### src/rtl/ahb_dataphase_ctrl_pkg.sv
// Shared constants, types and decode helper for the AHB data-phase controller.
package ahb_dataphase_ctrl_pkg;

   localparam int unsigned ADDR_W   = 32;
   localparam int unsigned TRANS_W  = 2;
   localparam int unsigned SEL_W    = 3;
   localparam int unsigned REGION_W = 4;

   localparam logic [REGION_W-1:0] REGION_S1 = 4'h0;
   localparam logic [REGION_W-1:0] REGION_S2 = 4'h1;
   localparam logic [REGION_W-1:0] REGION_S3 = 4'h2;

   localparam logic [SEL_W-1:0] SEL_S1  = 3'b000;
   localparam logic [SEL_W-1:0] SEL_S2  = 3'b001;
   localparam logic [SEL_W-1:0] SEL_S3  = 3'b010;
   localparam logic [SEL_W-1:0] SEL_DEF = 3'b011;

   localparam logic [TRANS_W-1:0] HTRANS_IDLE   = 2'b00;
   localparam logic [TRANS_W-1:0] HTRANS_BUSY   = 2'b01;
   localparam logic [TRANS_W-1:0] HTRANS_NONSEQ = 2'b10;
   localparam logic [TRANS_W-1:0] HTRANS_SEQ    = 2'b11;

   localparam logic HRESP_OKAY  = 1'b0;
   localparam logic HRESP_ERROR = 1'b1;

   typedef enum logic [1:0] {
      DS_IDLE = 2'd0,
      DS_ERR1 = 2'd1,
      DS_ERR2 = 2'd2
   } dslv_state_t;

   // Map the top address nibble to a slave select code.
   function automatic logic [SEL_W-1:0] decode_region(input logic [REGION_W-1:0] region);
      case (region)
         REGION_S1: decode_region = SEL_S1;
         REGION_S2: decode_region = SEL_S2;
         REGION_S3: decode_region = SEL_S3;
         default:   decode_region = SEL_DEF;
      endcase
   endfunction

endpackage

### src/rtl/ahb_dataphase_ctrl_if.sv
// Bus bundle between the AHB master/slaves and the data-phase controller.
interface ahb_dataphase_ctrl_if
   import ahb_dataphase_ctrl_pkg::*;
#(
   parameter int unsigned ERRCNT_W = 8
);
   logic [ADDR_W-1:0]  haddr;
   logic [TRANS_W-1:0] htrans;
   logic               hreadyout1, hreadyout2, hreadyout3;
   logic               hresp1, hresp2, hresp3;
   logic               hsel1, hsel2, hsel3;
   logic [SEL_W-1:0]   sel;
   logic               hready;
   logic               hresp;
   logic [ERRCNT_W-1:0] err_count;

   // Bus side: drives address phase and slave responses.
   modport master (
      output haddr, htrans, hreadyout1, hreadyout2, hreadyout3, hresp1, hresp2, hresp3,
      input  hsel1, hsel2, hsel3, sel, hready, hresp, err_count
   );

   // Controller side.
   modport slave (
      input  haddr, htrans, hreadyout1, hreadyout2, hreadyout3, hresp1, hresp2, hresp3,
      output hsel1, hsel2, hsel3, sel, hready, hresp, err_count
   );
endinterface

### src/rtl/ahb_default_slave.sv
// Default slave: two-cycle ERROR response for accepted transfers to unmapped space,
// plus a saturating count of completed error responses.
module ahb_default_slave
   import ahb_dataphase_ctrl_pkg::*;
#(
   parameter int unsigned ERRCNT_W = 8
) (
   input  logic                hclk,
   input  logic                hresetn,
   input  logic                start,
   output logic                ready,
   output logic                resp,
   output logic [ERRCNT_W-1:0] err_count
);

   localparam logic [ERRCNT_W-1:0] CNT_MAX = '1;

   dslv_state_t state;

   // Outputs are registered alongside the state so they change with it.
   always_ff @(posedge hclk or negedge hresetn) begin
      if (!hresetn) begin
         state     <= DS_IDLE;
         ready     <= 1'b1;
         resp      <= HRESP_OKAY;
         err_count <= '0;
      end else begin
         case (state)
            DS_IDLE: begin
               if (start) begin
                  state <= DS_ERR1;
                  ready <= 1'b0;
                  resp  <= HRESP_ERROR;
               end
            end
            DS_ERR1: begin
               state <= DS_ERR2;
               ready <= 1'b1;
               resp  <= HRESP_ERROR;
            end
            DS_ERR2: begin
               if (err_count != CNT_MAX) err_count <= err_count + ERRCNT_W'(1);
               if (start) begin
                  state <= DS_ERR1;
                  ready <= 1'b0;
                  resp  <= HRESP_ERROR;
               end else begin
                  state <= DS_IDLE;
                  ready <= 1'b1;
                  resp  <= HRESP_OKAY;
               end
            end
            default: begin
               state <= DS_IDLE;
               ready <= 1'b1;
               resp  <= HRESP_OKAY;
            end
         endcase
      end
   end

endmodule

### src/rtl/ahb_dataphase_ctrl.sv
// AHB address decode, registered data-phase select and ready/response multiplexer.
module ahb_dataphase_ctrl
   import ahb_dataphase_ctrl_pkg::*;
#(
   parameter int unsigned ERRCNT_W = 8
) (
   input logic                 hclk,
   input logic                 hresetn,
   ahb_dataphase_ctrl_if.slave bus
);

   logic [SEL_W-1:0]    dec_sel;
   logic [SEL_W-1:0]    sel_q;
   logic                hready_mux;
   logic                hresp_mux;
   logic                def_start;
   logic                def_ready;
   logic                def_resp;
   logic [ERRCNT_W-1:0] def_count;

   assign dec_sel  = decode_region(bus.haddr[ADDR_W-1 -: REGION_W]);
   assign bus.hsel1 = (dec_sel == SEL_S1);
   assign bus.hsel2 = (dec_sel == SEL_S2);
   assign bus.hsel3 = (dec_sel == SEL_S3);

   // Address-to-data pipeline: select advances only when the bus is ready.
   always_ff @(posedge hclk or negedge hresetn) begin
      if (!hresetn)        sel_q <= SEL_DEF;
      else if (hready_mux) sel_q <= dec_sel;
   end

   always_comb begin
      hready_mux = def_ready;
      hresp_mux  = def_resp;
      case (sel_q)
         SEL_S1: begin hready_mux = bus.hreadyout1; hresp_mux = bus.hresp1; end
         SEL_S2: begin hready_mux = bus.hreadyout2; hresp_mux = bus.hresp2; end
         SEL_S3: begin hready_mux = bus.hreadyout3; hresp_mux = bus.hresp3; end
         default: ;
      endcase
   end

   // Only an accepted NONSEQ/SEQ to unmapped space starts an error response.
   assign def_start = hready_mux && bus.htrans[1] && (dec_sel == SEL_DEF);

   ahb_default_slave #(.ERRCNT_W(ERRCNT_W)) u_default_slave (
      .hclk      (hclk),
      .hresetn   (hresetn),
      .start     (def_start),
      .ready     (def_ready),
      .resp      (def_resp),
      .err_count (def_count)
   );

   assign bus.sel       = sel_q;
   assign bus.hready    = hready_mux;
   assign bus.hresp     = hresp_mux;
   assign bus.err_count = def_count;

endmodule

### src/flat_wrapper.sv
// flat-port wrapper written by rule: the top's interface ports become plain ports
module ahb_dataphase_ctrl_flat import ahb_dataphase_ctrl_pkg::*;
#(
   parameter int unsigned ERRCNT_W = 8
)
  (hclk, hresetn, bus_haddr, bus_htrans, bus_hreadyout1, bus_hreadyout2, bus_hreadyout3, bus_hresp1, bus_hresp2, bus_hresp3, bus_hsel1, bus_hsel2, bus_hsel3, bus_sel, bus_hready, bus_hresp, bus_err_count);
  ahb_dataphase_ctrl_if #(.ERRCNT_W(ERRCNT_W)) bus_i ();
  input logic hclk;
  input logic hresetn;
  input wire logic [$bits(bus_i.haddr)-1:0] bus_haddr;
  input wire logic [$bits(bus_i.htrans)-1:0] bus_htrans;
  input wire logic [$bits(bus_i.hreadyout1)-1:0] bus_hreadyout1;
  input wire logic [$bits(bus_i.hreadyout2)-1:0] bus_hreadyout2;
  input wire logic [$bits(bus_i.hreadyout3)-1:0] bus_hreadyout3;
  input wire logic [$bits(bus_i.hresp1)-1:0] bus_hresp1;
  input wire logic [$bits(bus_i.hresp2)-1:0] bus_hresp2;
  input wire logic [$bits(bus_i.hresp3)-1:0] bus_hresp3;
  output wire logic [$bits(bus_i.hsel1)-1:0] bus_hsel1;
  output wire logic [$bits(bus_i.hsel2)-1:0] bus_hsel2;
  output wire logic [$bits(bus_i.hsel3)-1:0] bus_hsel3;
  output wire logic [$bits(bus_i.sel)-1:0] bus_sel;
  output wire logic [$bits(bus_i.hready)-1:0] bus_hready;
  output wire logic [$bits(bus_i.hresp)-1:0] bus_hresp;
  output wire logic [$bits(bus_i.err_count)-1:0] bus_err_count;
  assign bus_i.haddr = bus_haddr;
  assign bus_i.htrans = bus_htrans;
  assign bus_i.hreadyout1 = bus_hreadyout1;
  assign bus_i.hreadyout2 = bus_hreadyout2;
  assign bus_i.hreadyout3 = bus_hreadyout3;
  assign bus_i.hresp1 = bus_hresp1;
  assign bus_i.hresp2 = bus_hresp2;
  assign bus_i.hresp3 = bus_hresp3;
  assign bus_hsel1 = bus_i.hsel1;
  assign bus_hsel2 = bus_i.hsel2;
  assign bus_hsel3 = bus_i.hsel3;
  assign bus_sel = bus_i.sel;
  assign bus_hready = bus_i.hready;
  assign bus_hresp = bus_i.hresp;
  assign bus_err_count = bus_i.err_count;
  ahb_dataphase_ctrl #(.ERRCNT_W(ERRCNT_W)) u_core (.hclk(hclk), .hresetn(hresetn), .bus(bus_i));
endmodule
### config.mk
export PLATFORM = sky130hd
export DESIGN_NAME = ahb_dataphase_ctrl_flat
export DESIGN_NICKNAME = d
export VERILOG_FILES = /design/src/rtl/ahb_dataphase_ctrl_pkg.sv /design/src/rtl/ahb_dataphase_ctrl_if.sv /design/src/rtl/ahb_default_slave.sv /design/src/rtl/ahb_dataphase_ctrl.sv /design/src/flat_wrapper.sv
export SDC_FILE = /design/constraint.sdc
export NUM_CORES = 1
export LEC_CHECK = 0
export BUFFER_PORTS_ARGS = -buffer_cell sky130_fd_sc_hd__buf_2
export CORE_MARGIN = 1.5
export CORE_UTILIZATION = 38
export DETAILED_ROUTE_END_ITERATION = 6
export PLACE_DENSITY_LB_ADDON = 0.3
export SETUP_SLACK_MARGIN = 0.2
export SYNTH_ARGS = -nofsm -noshare
export SYNTH_HDL_FRONTEND = slang
export SYNTH_SLANG_ARGS = --single-unit
### constraint.sdc
create_clock -name hclk -period 1.6 [get_ports hclk]
set_input_delay 0.08 -clock hclk [delete_from_list [all_inputs] [get_ports hclk]]
set_output_delay 0.08 -clock hclk [all_outputs]
set_load 0.02 [all_outputs]
==> After elaboration in Yosys (flattened, before gate mapping) <==
Cells that the tools add are included.
{ "word_totals": {"mem_bits_rw": 0, "output_inout_bits": 16, "memories": 0, "latchBits": 0, "wordCells": 36, "romBits": 0, "regBits": 15} }
{ "op_classes": {"n_shift": 0, "eq_ne": 11, "multipliers": 0, "order_cmp": 0, "bitwise_logic": 0, "add_sub_neg": 1, "reduce_logical": 7, "mux": 12, "div": 0} }
{ "ops": {"columns": ["op", "count"], "rows": [
  ["$pmux 2 s3", 2],
  ["$pmux 1 s3", 3],
  ["$add 8x1->8 const B", 1],
  ["$ne 8x8->1 const B", 1],
  ["$eq 2x2->1 const B", 3],
  ["$logic_not 3->1", 2],
  ["$mux 1", 5],
  ["$eq 2x1->1 const B", 2],
  ["$eq 4x1->1 const B", 1],
  ["$eq 4x2->1 const B", 1],
  ["$logic_not 4->1", 1],
  ["$eq 3x1->1 const B", 1],
  ["$eq 3x2->1 const B", 1],
  ["$logic_and 1x1->1", 2],
  ["$logic_not 2->1", 1],
  ["$mux 2", 1],
  ["$ne 2x1->1 const B", 1],
  ["$pmux 1 s2", 1],
  ["$reduce_and 2->1", 1]
]} }

==> Logic depth before layout (Yosys ltp) <==
Gate-level depths: netlist of run 1.
{ "depth": {"depth_word": 6, "mapped_depth": 4} }

==> Hierarchy <==
Synthesis of run 1 repeated with hierarchy kept, for this count alone.
{ "hier_totals": {"hier_cells": 66, "area_unflattened_um2": 780.7} }
{ "modules_own_cells": {"columns": ["module", "seq_area_each_um2", "instances", "cells_per_inst", "area_per_inst_um2"], "rows": [
  ["ahb_default_slave", 301.5, 1, 47, 583.1],
  ["ahb_dataphase_ctrl", 52.6, 1, 19, 197.7]
]} }

==> Worst setup path before layout of run 1 <==
No wires, ideal clock.
{ "synth_timing": {"path_type": "register to register", "start": "register u_core.u_default_slave.err_count[0]", "end": "register u_core.u_default_slave.err_count[1]", "t_arrival_ps": 1481, "slack_ps": -5, "synth_period_minus_slack_ps": 1605, "path_stages_with_launch": 5, "setup_ps": 125, "cell_sequence": "dfrtp_1 -> ha_1 -> nand4_1 -> o21ai_1 -> mux2_2"} }
{ "synth_between": {"elab_chain_cells": 2} }
{ "synth_lines": {"columns": ["item", "line", "rtl"], "rows": [
  ["from (decl)", "ahb_default_slave.sv:13", "output logic [ERRCNT_W-1:0] err_count"],
  ["from (signal assigned)", "ahb_default_slave.sv:42", "if (err_count != CNT_MAX) err_count <= err_count + ERRCNT_W'(1);"],
  ["parallel branches: the longest is 2 deep, another holds $add 8x1->8", null, null]
]} }
Several ways; the timed one is not identified.
A chain may end at the register's enable or synchronous reset.

==> Worst setup path after layout of run 1 <==
{ "layout_timing": {"start": "register u_core.sel_q[0] (netlist: u_core.bus.sel[0])", "end": "output bus_hready"} }
{ "layout_between": {"elab_chain_cells": 2} }
{ "layout_lines": {"columns": ["item", "line", "rtl"], "rows": [
  ["from (decl)", "ahb_dataphase_ctrl.sv:13", "logic [SEL_W-1:0] sel_q;"],
  ["from (signal assigned)", "ahb_dataphase_ctrl.sv:29", "else if (hready_mux) sel_q <= dec_sel;"],
  ["$eq 3x2->1 (tied with other cells)", "ahb_dataphase_ctrl.sv:35", "case (sel_q)"],
  ["$pmux 1 s3 *", "ahb_dataphase_ctrl.sv:35", null],
  ["to (decl)", "flat_wrapper.sv:22", "output wire logic [$bits(bus_i.hready)-1:0] bus_hready;"]
]} }
Mark *: on every way between the ends. The rest lies on a longest branch, timed or not.

==> impl_metrics.json, run 1 <==
{
  "run_status": "finished with violations",
  "failed_checks": "setup timing",
  "routed_wire_length_per_instance_um": 12.8,
  "n_antenna_cell": 0,
  "fmax_mhz": 611,
  "ir_drop_v": 0.000848,
  "first_element_of_the_critical_path": "u_core.bus.sel[0]",
  "critPathLaunchType": "register",
  "max_cap_viol_count": 0,
  "post_synth.cell_area_avg_um2": 11.9,
  "crit-reg2reg-launch": "u_core.bus.sel[0]",
  "placement.io_buffers": 27,
  "grt_pass1_vias": 552,
  "synth.yosys.seq_area_share_pct": 48.1,
  "endpoint_class_of_the_critical_path": "output pin",
  "final_net_count": 143,
  "gr-usage-met2_pct": 23.6,
  "clock_skew_ns": 0.00222,
  "die-area_mm2": 0.00221,
  "grt_use_met1_pct": 19.3,
  "postSynthNetCount": 105,
  "initial_core_util_pct": 41.7,
  "die_h_um": 47,
  "worst-path-max-fanout": 4,
  "cts.htree.levels": 1,
  "num_io_pins": 58,
  "number_of_antenna_violations_at_the_first_check_in_global_routing": 0,
  "core_area_mm2": 0.00176,
  "cts.sinks": 14,
  "hp_start": "bus_htrans[1]",
  "grtUsageMet3_pct": 5.38,
  "post-route-drc-count": 0,
  "total_cts_buffers": 3,
  "power.density_cell_area_mw_per_mm2": 1560,
  "first_iter_violations": 18,
  "leakage_nw": 0.478,
  "power.switching_uw": 604,
  "areaGrowthSynthToFinish_pct": 39.8,
  "max-clock-path-buffers": 2,
  "worstHoldPathType": "in -> reg",
  "drt.antenna.violating_nets": 0,
  "period_minus_slack_ns": 1.64,
  "routed-via-count": 653,
  "hold_viol_final": 0,
  "timing.critical_path.required_ns": 1.52,
  "critPathKind": "reg -> out",
  "gr-max-usage-layer": "met2",
  "layout_commonest_cell": "sky130_fd_sc_hd__buf_2",
  "sequentialPowerShare_pct": 38.3,
  "switching_share_pct": 37.7,
  "clkLatencyLatePin_ns": 0.28,
  "timing.final.setup_violations": 2,
  "final.period_utilization_pct": 102,
  "clkPwrFrac_pct": 16.1,
  "report.final.slew_viol_count": 0,
  "clk_root_buffer_cell": "sky130_fd_sc_hd__clkbuf_4",
  "post_synth_num_cell_types": 33,
  "grt.total_usage_pct": 15.8,
  "vias_per_cell": 5.27,
  "finalHoldWorstSlack_ns": 0.0743,
  "drt_first_pass_iters": 4,
  "gate_count_post_synth": 62,
  "fp-row-count": 15,
  "power.internal_uw": 999,
  "path_clk_slew_ns": 0.09,
  "place_worst_setup_slack_ns": 0.117,
  "globalRouteOverflowTotal": 0,
  "syn-cell-area_um2": 736,
  "chipWidth_um": 47,
  "routed_wl_um": 1590,
  "fillerInstances": 172,
  "register_bit_count_reported_by_yosys": 14,
  "grt_max_degree": 15,
  "grt_pass1_wl_um": 2330,
  "layout.cells.most_common_list": "sky130_fd_sc_hd__buf_2, sky130_fd_sc_hd__dfrtp_1, sky130_fd_sc_hd__buf_4, sky130_fd_sc_hd__nand4_1, sky130_fd_sc_hd__mux2_2",
  "rsz0062_at_grt": "yes",
  "tritoncts": "built",
  "finalWeightedCongestion": 0.792,
  "cp_data_arrival_time_ns": 1.56,
  "yosysWarnings": 0,
  "comb_power_share_pct": 45.6,
  "drive_gt1_share_pct": 56.6,
  "final_critical_path_setup_slack_ns": -0.0379
}
-- metal layers --
metal	part of all wire (%)	vias to the layer above
met2	45	22
met3	4.2	4
met1	48	315
li1	-	312
met4	1.9	0
met5	0	-
-- cells in the mapped netlist, drive strengths merged --
master   n  share of area, %
o2111a   1               1.5
o211ai   1               1.0
nor4     1              0.85
mux4     2               6.6
and4     1               1.2
nor2     2               1.0
and2b    1               1.2
nand4b   1               2.0
inv      1              0.51
and2     2               1.7
conb     1              0.51
o31a     1               1.4
nand3    2               1.4
a211oi   2               2.0
dfrtp   11                37
ha       1               1.7
mux2     4               6.1
xnor2    3               3.6
and3     1              0.85
dfstp    3                11
nor2b    3               2.9
a21oi    3               2.0
nand4    4               3.4
buf      1               1.0
nand2    2               1.0
and4b    1               1.4
o21ai    2               1.4
nor3     2               1.4
nand2b   1              0.85
a211o    1               1.4
-- power by group through the flow --
stage / registers (mW) / clock network (mW) / logic [mW]
floorplan: 0.686 / 0 / 0.312
global placement: 0.612 / 0 / 0.563
detailed placement: 0.621 / 0 / 0.570
CTS: 0.618 / 0.264 / 0.694
global route: 0.636 / 0.287 / 0.795
finish: 0.614 / 0.258 / 0.732
-- state kept, by name, indices dropped and copies added, names as in the netlist --
| signal | flops |
|---|---|
| u_core.u_default_slave.ready | 1 |
| u_core.u_default_slave.resp | 1 |
| u_core.u_default_slave.err_count | 8 |
| u_core.bus.sel | 2 |
| u_core.u_default_slave.state | 2 |
-- path summary, 6_finish.rpt --
path,cells past startpoint,slack [ns],end
max reg2reg,4,0.02,u_core.u_default_slave.ready
max,2,-0.04,bus_hready
min in group asynchronous,2,0.21,u_core.u_default_slave.state[1]
max in group asynchronous,2,1.10,u_core.u_default_slave.ready
min reg2reg,1,0.50,u_core.u_default_slave.state[1]
min,3,0.07,u_core.u_default_slave.state[0]
-- metrics by stage --
stage	util [%]	area (um^2)	power [mW]	TNS (ns)	instances
global route	58.3	1030	1.72	-0.203	124
global placement	52.3	922	1.18	0	115
floorplan	-	748	0.997	0	62
finish	58.3	1030	1.60	-0.0600	124
CTS	57.4	1010	1.58	-0.0598	123
detailed placement	52.3	922	1.19	0	115
-- cells by family (layout without fill, tap and decap cells) --
group                      after synthesis  after routing  share of synthesized area (%)
xor gates and xnor gates                 3              3                           3.57
adders and majority gates                1              1                           1.70
other                                    1              1                          0.510
and+or+nand+nor                         24             24                           21.1
AOI/OAI and AO/OA                       11             11                           10.7
DFF                                     14             14                           48.1
buffers and inverters                    2             39                           1.53
muxes                                    6              6                           12.8
-- worst max-delay path: stages (launching register included) --
cell and delay (ns):
sky130_fd_sc_hd__dfstp_2 0.59, sky130_fd_sc_hd__mux4_2 0.54, sky130_fd_sc_hd__buf_6 0.15
-- what timing repair did --
action | in CTS | in global routing
hold buffers | 1 | 0
gates resized for setup | 7 | 2
buffers inserted | 3 | 1
hold endpoints to repair | 14 | 0
setup endpoints to repair | 7 | 9
pin swaps | 0 | 1
-- final cells by class --
type / instances / area [um^2] / area share (%)
inverter: 1 / 3.75 / 0.365
timing repair buffer: 34 / 203 / 19.7
tap: 25 / 31.3 / 3.04
multi-input combinational: 46 / 399 / 38.8
sequential: 14 / 355 / 34.5
clock buffer: 4 / 36.3 / 3.53
(Power assumes the default switching activity.)
==> inputs of run 2 (changes only) <==
- CAP_MARGIN: default -> 10
- CELL_PAD_IN_SITES_DETAIL_PLACEMENT: default -> 2
- CELL_PAD_IN_SITES_GLOBAL_PLACEMENT: default -> 2
- CORE_UTILIZATION: 38 -> 21
==> impl_metrics.json, run 2 (synthesis results as in run 1) <==
{
  "largest_register_ff_count": 8,
  "num_io_pins": 58,
  "power.total_mw": 1.71,
  "critPathMaxStageDelay_ns": 0.58,
  "hold_viol_final": 0,
  "max_cap_viol_count": 0,
  "failed_checks": "setup timing",
  "timing.critical_path.required_ns": 1.52,
  "first_iter_violations": 10,
  "routed_wl_um": 2160,
  "final_non_filler_cell_total": 149,
  "cp_data_arrival_time_ns": 1.54,
  "clock_skew_ns": 0.00262,
  "dpl.cell_count": 138,
  "grt.total_usage_pct": 12.2,
  "layout.cells.most_common_list": "sky130_fd_sc_hd__buf_2, sky130_fd_sc_hd__buf_4, sky130_fd_sc_hd__dfrtp_1",
  "timing.final.setup_violations": 1,
  "vias_per_cell": 4.58,
  "period_minus_slack_ns": 1.62,
  "drt_first_pass_iters": 4,
  "fp-row-count": 21,
  "layout_commonest_cell": "sky130_fd_sc_hd__buf_2",
  "worst-path-buf-inv": 1,
  "tritoncts": "built",
  "max-clock-path-buffers": 2,
  "die_h_um": 62.2,
  "finalWeightedCongestion": 0.751,
  "registers.top_by_ff_count": "u_core.u_default_slave.err_count",
  "chipWidth_um": 62.2,
  "drt.antenna.violating_nets": 0,
  "post-route-drc-count": 0,
  "power.density_cell_area_mw_per_mm2": 1530,
  "worst-path-max-fanout": 4,
  "routed_wire_length_per_instance_um": 14.5,
  "cpLargestDelayFamily": "flip-flops",
  "leakage_nw": 0.513,
  "areaGrowthSynthToFinish_pct": 52.0,
  "clkLatencyLatePin_ns": 0.28,
  "path_clk_slew_ns": 0.09,
  "cts.htree.levels": 1,
  "endpoint_class_of_the_critical_path": "output pin",
  "routed-via-count": 683,
  "critPathKind": "reg -> out",
  "cts.sinks": 14,
  "grt_pass1_vias": 758,
  "drive_gt1_share_pct": 63.1,
  "run_status": "finished with violations",
  "crit_chain": "mux4_2 > buf_6",
  "final_net_count": 147,
  "initial_core_util_pct": 22.0,
  "finalHoldWorstSlack_ns": 0.0859,
  "die-area_mm2": 0.00387,
  "report.final.slew_viol_count": 0,
  "worstHoldPathType": "in -> reg",
  "ir_drop_v": 0.000568,
  "final.period_utilization_pct": 101,
  "place_worst_setup_slack_ns": 0.110,
  "final_critical_path_setup_slack_ns": -0.0208,
  "n_antenna_cell": 0,
  "critPathLaunchType": "register",
  "fmax_mhz": 617,
  "number_of_antenna_violations_at_the_first_check_in_global_routing": 0,
  "clk_root_buffer_cell": "sky130_fd_sc_hd__clkbuf_4",
  "placement.io_buffers": 27,
  "total_cts_buffers": 3,
  "cpMaxStageDelayCell": "sky130_fd_sc_hd__dfstp_2",
  "rsz0062_at_grt": "yes",
  "globalRouteOverflowTotal": 0,
  "grt_pass1_wl_um": 3800,
  "core_area_mm2": 0.00334,
  "dp_hpwl_um": 1560,
  "grt_max_degree": 15
}
[run 2: cell types whose count changed in the layout (fill, tap and decap cells not counted), moves of 2 or more]
cell,change
sky130_fd_sc_hd__buf_4,+2
sky130_fd_sc_hd__mux2_2,-2
sky130_fd_sc_hd__mux2_4,+2
sky130_fd_sc_hd__buf_6,+2
sky130_fd_sc_hd__dfrtp_2,+3
sky130_fd_sc_hd__dfrtp_1,-3
[run 2: area by class of cell]
cell class | count | area, um^2
clock buffer | 4 | 36.3
fill | 378 | 2220
inverter | 1 | 3.75
multi-input combinational | 46 | 422
sequential | 14 | 359
tap | 46 | 57.6
timing repair buffer | 38 | 240
[run 2: per-stage QoR]
step | cell area (um^2) | utilization (%) | TNS, ns
floorplan | 748 | - | 0
global placement | 963 | 28.9 | 0
detailed placement | 963 | 28.9 | 0
CTS | 1060 | 31.8 | -0.109
global route | 1120 | 33.5 | -0.191
finish | 1120 | 33.5 | -0.0208
[run 2: path summary, 6_finish.rpt]
kind	start	end	slack, ns	cells after the start
max in group asynchronous	hresetn	u_core.bus.sel[1]	1.07	2
min in group asynchronous	hresetn	u_core.u_default_slave.err_count[4]	0.24	2
setup reg to reg	u_core.bus.sel[0]	u_core.u_default_slave.ready	0.03	4
setup / recovery	u_core.bus.sel[0]	bus_hready	-0.02	2
hold reg to reg	u_core.u_default_slave.state[1]	u_core.u_default_slave.state[1]	0.52	1
hold / removal	bus_htrans[1]	u_core.u_default_slave.state[0]	0.09	3
[run 2: what timing repair did]
action | in CTS | in global routing
endpoints found under the setup margin | 8 | 10
hold buffers | 1 | 0
resized for setup | 8 | 11
buffers inserted | 4 | 2
hold endpoints to repair | 14 | 0
pin swaps | 1 | 3
[run 2: metal layers]
| layer | wire length (um) | vias up | global-route usage [%] |
|---|---|---|---|
| met5 | 0 | - | 0 |
| met4 | 12 | 0 | 3.33 |
| met3 | 79 | 2 | 1.99 |
| met2 | 1200 | 13 | 22.4 |
| met1 | 862 | 352 | 14.7 |
| li1 | - | 316 | - |
[run 2: worst min-delay path, delay by kind of cell]
| kind | cells | cell delay [ns] |
|---|---|---|
| buffers and inverters | 2 | 0.16 |
| and+or+nand+nor | 1 | 0.09 |
[run 2: report_power, final]
part / internal [mW] / switching (mW)
sequential: 0.492 / 0.141
clock: 0.138 / 0.121
combinational: 0.437 / 0.385
total: 1.07 / 0.647
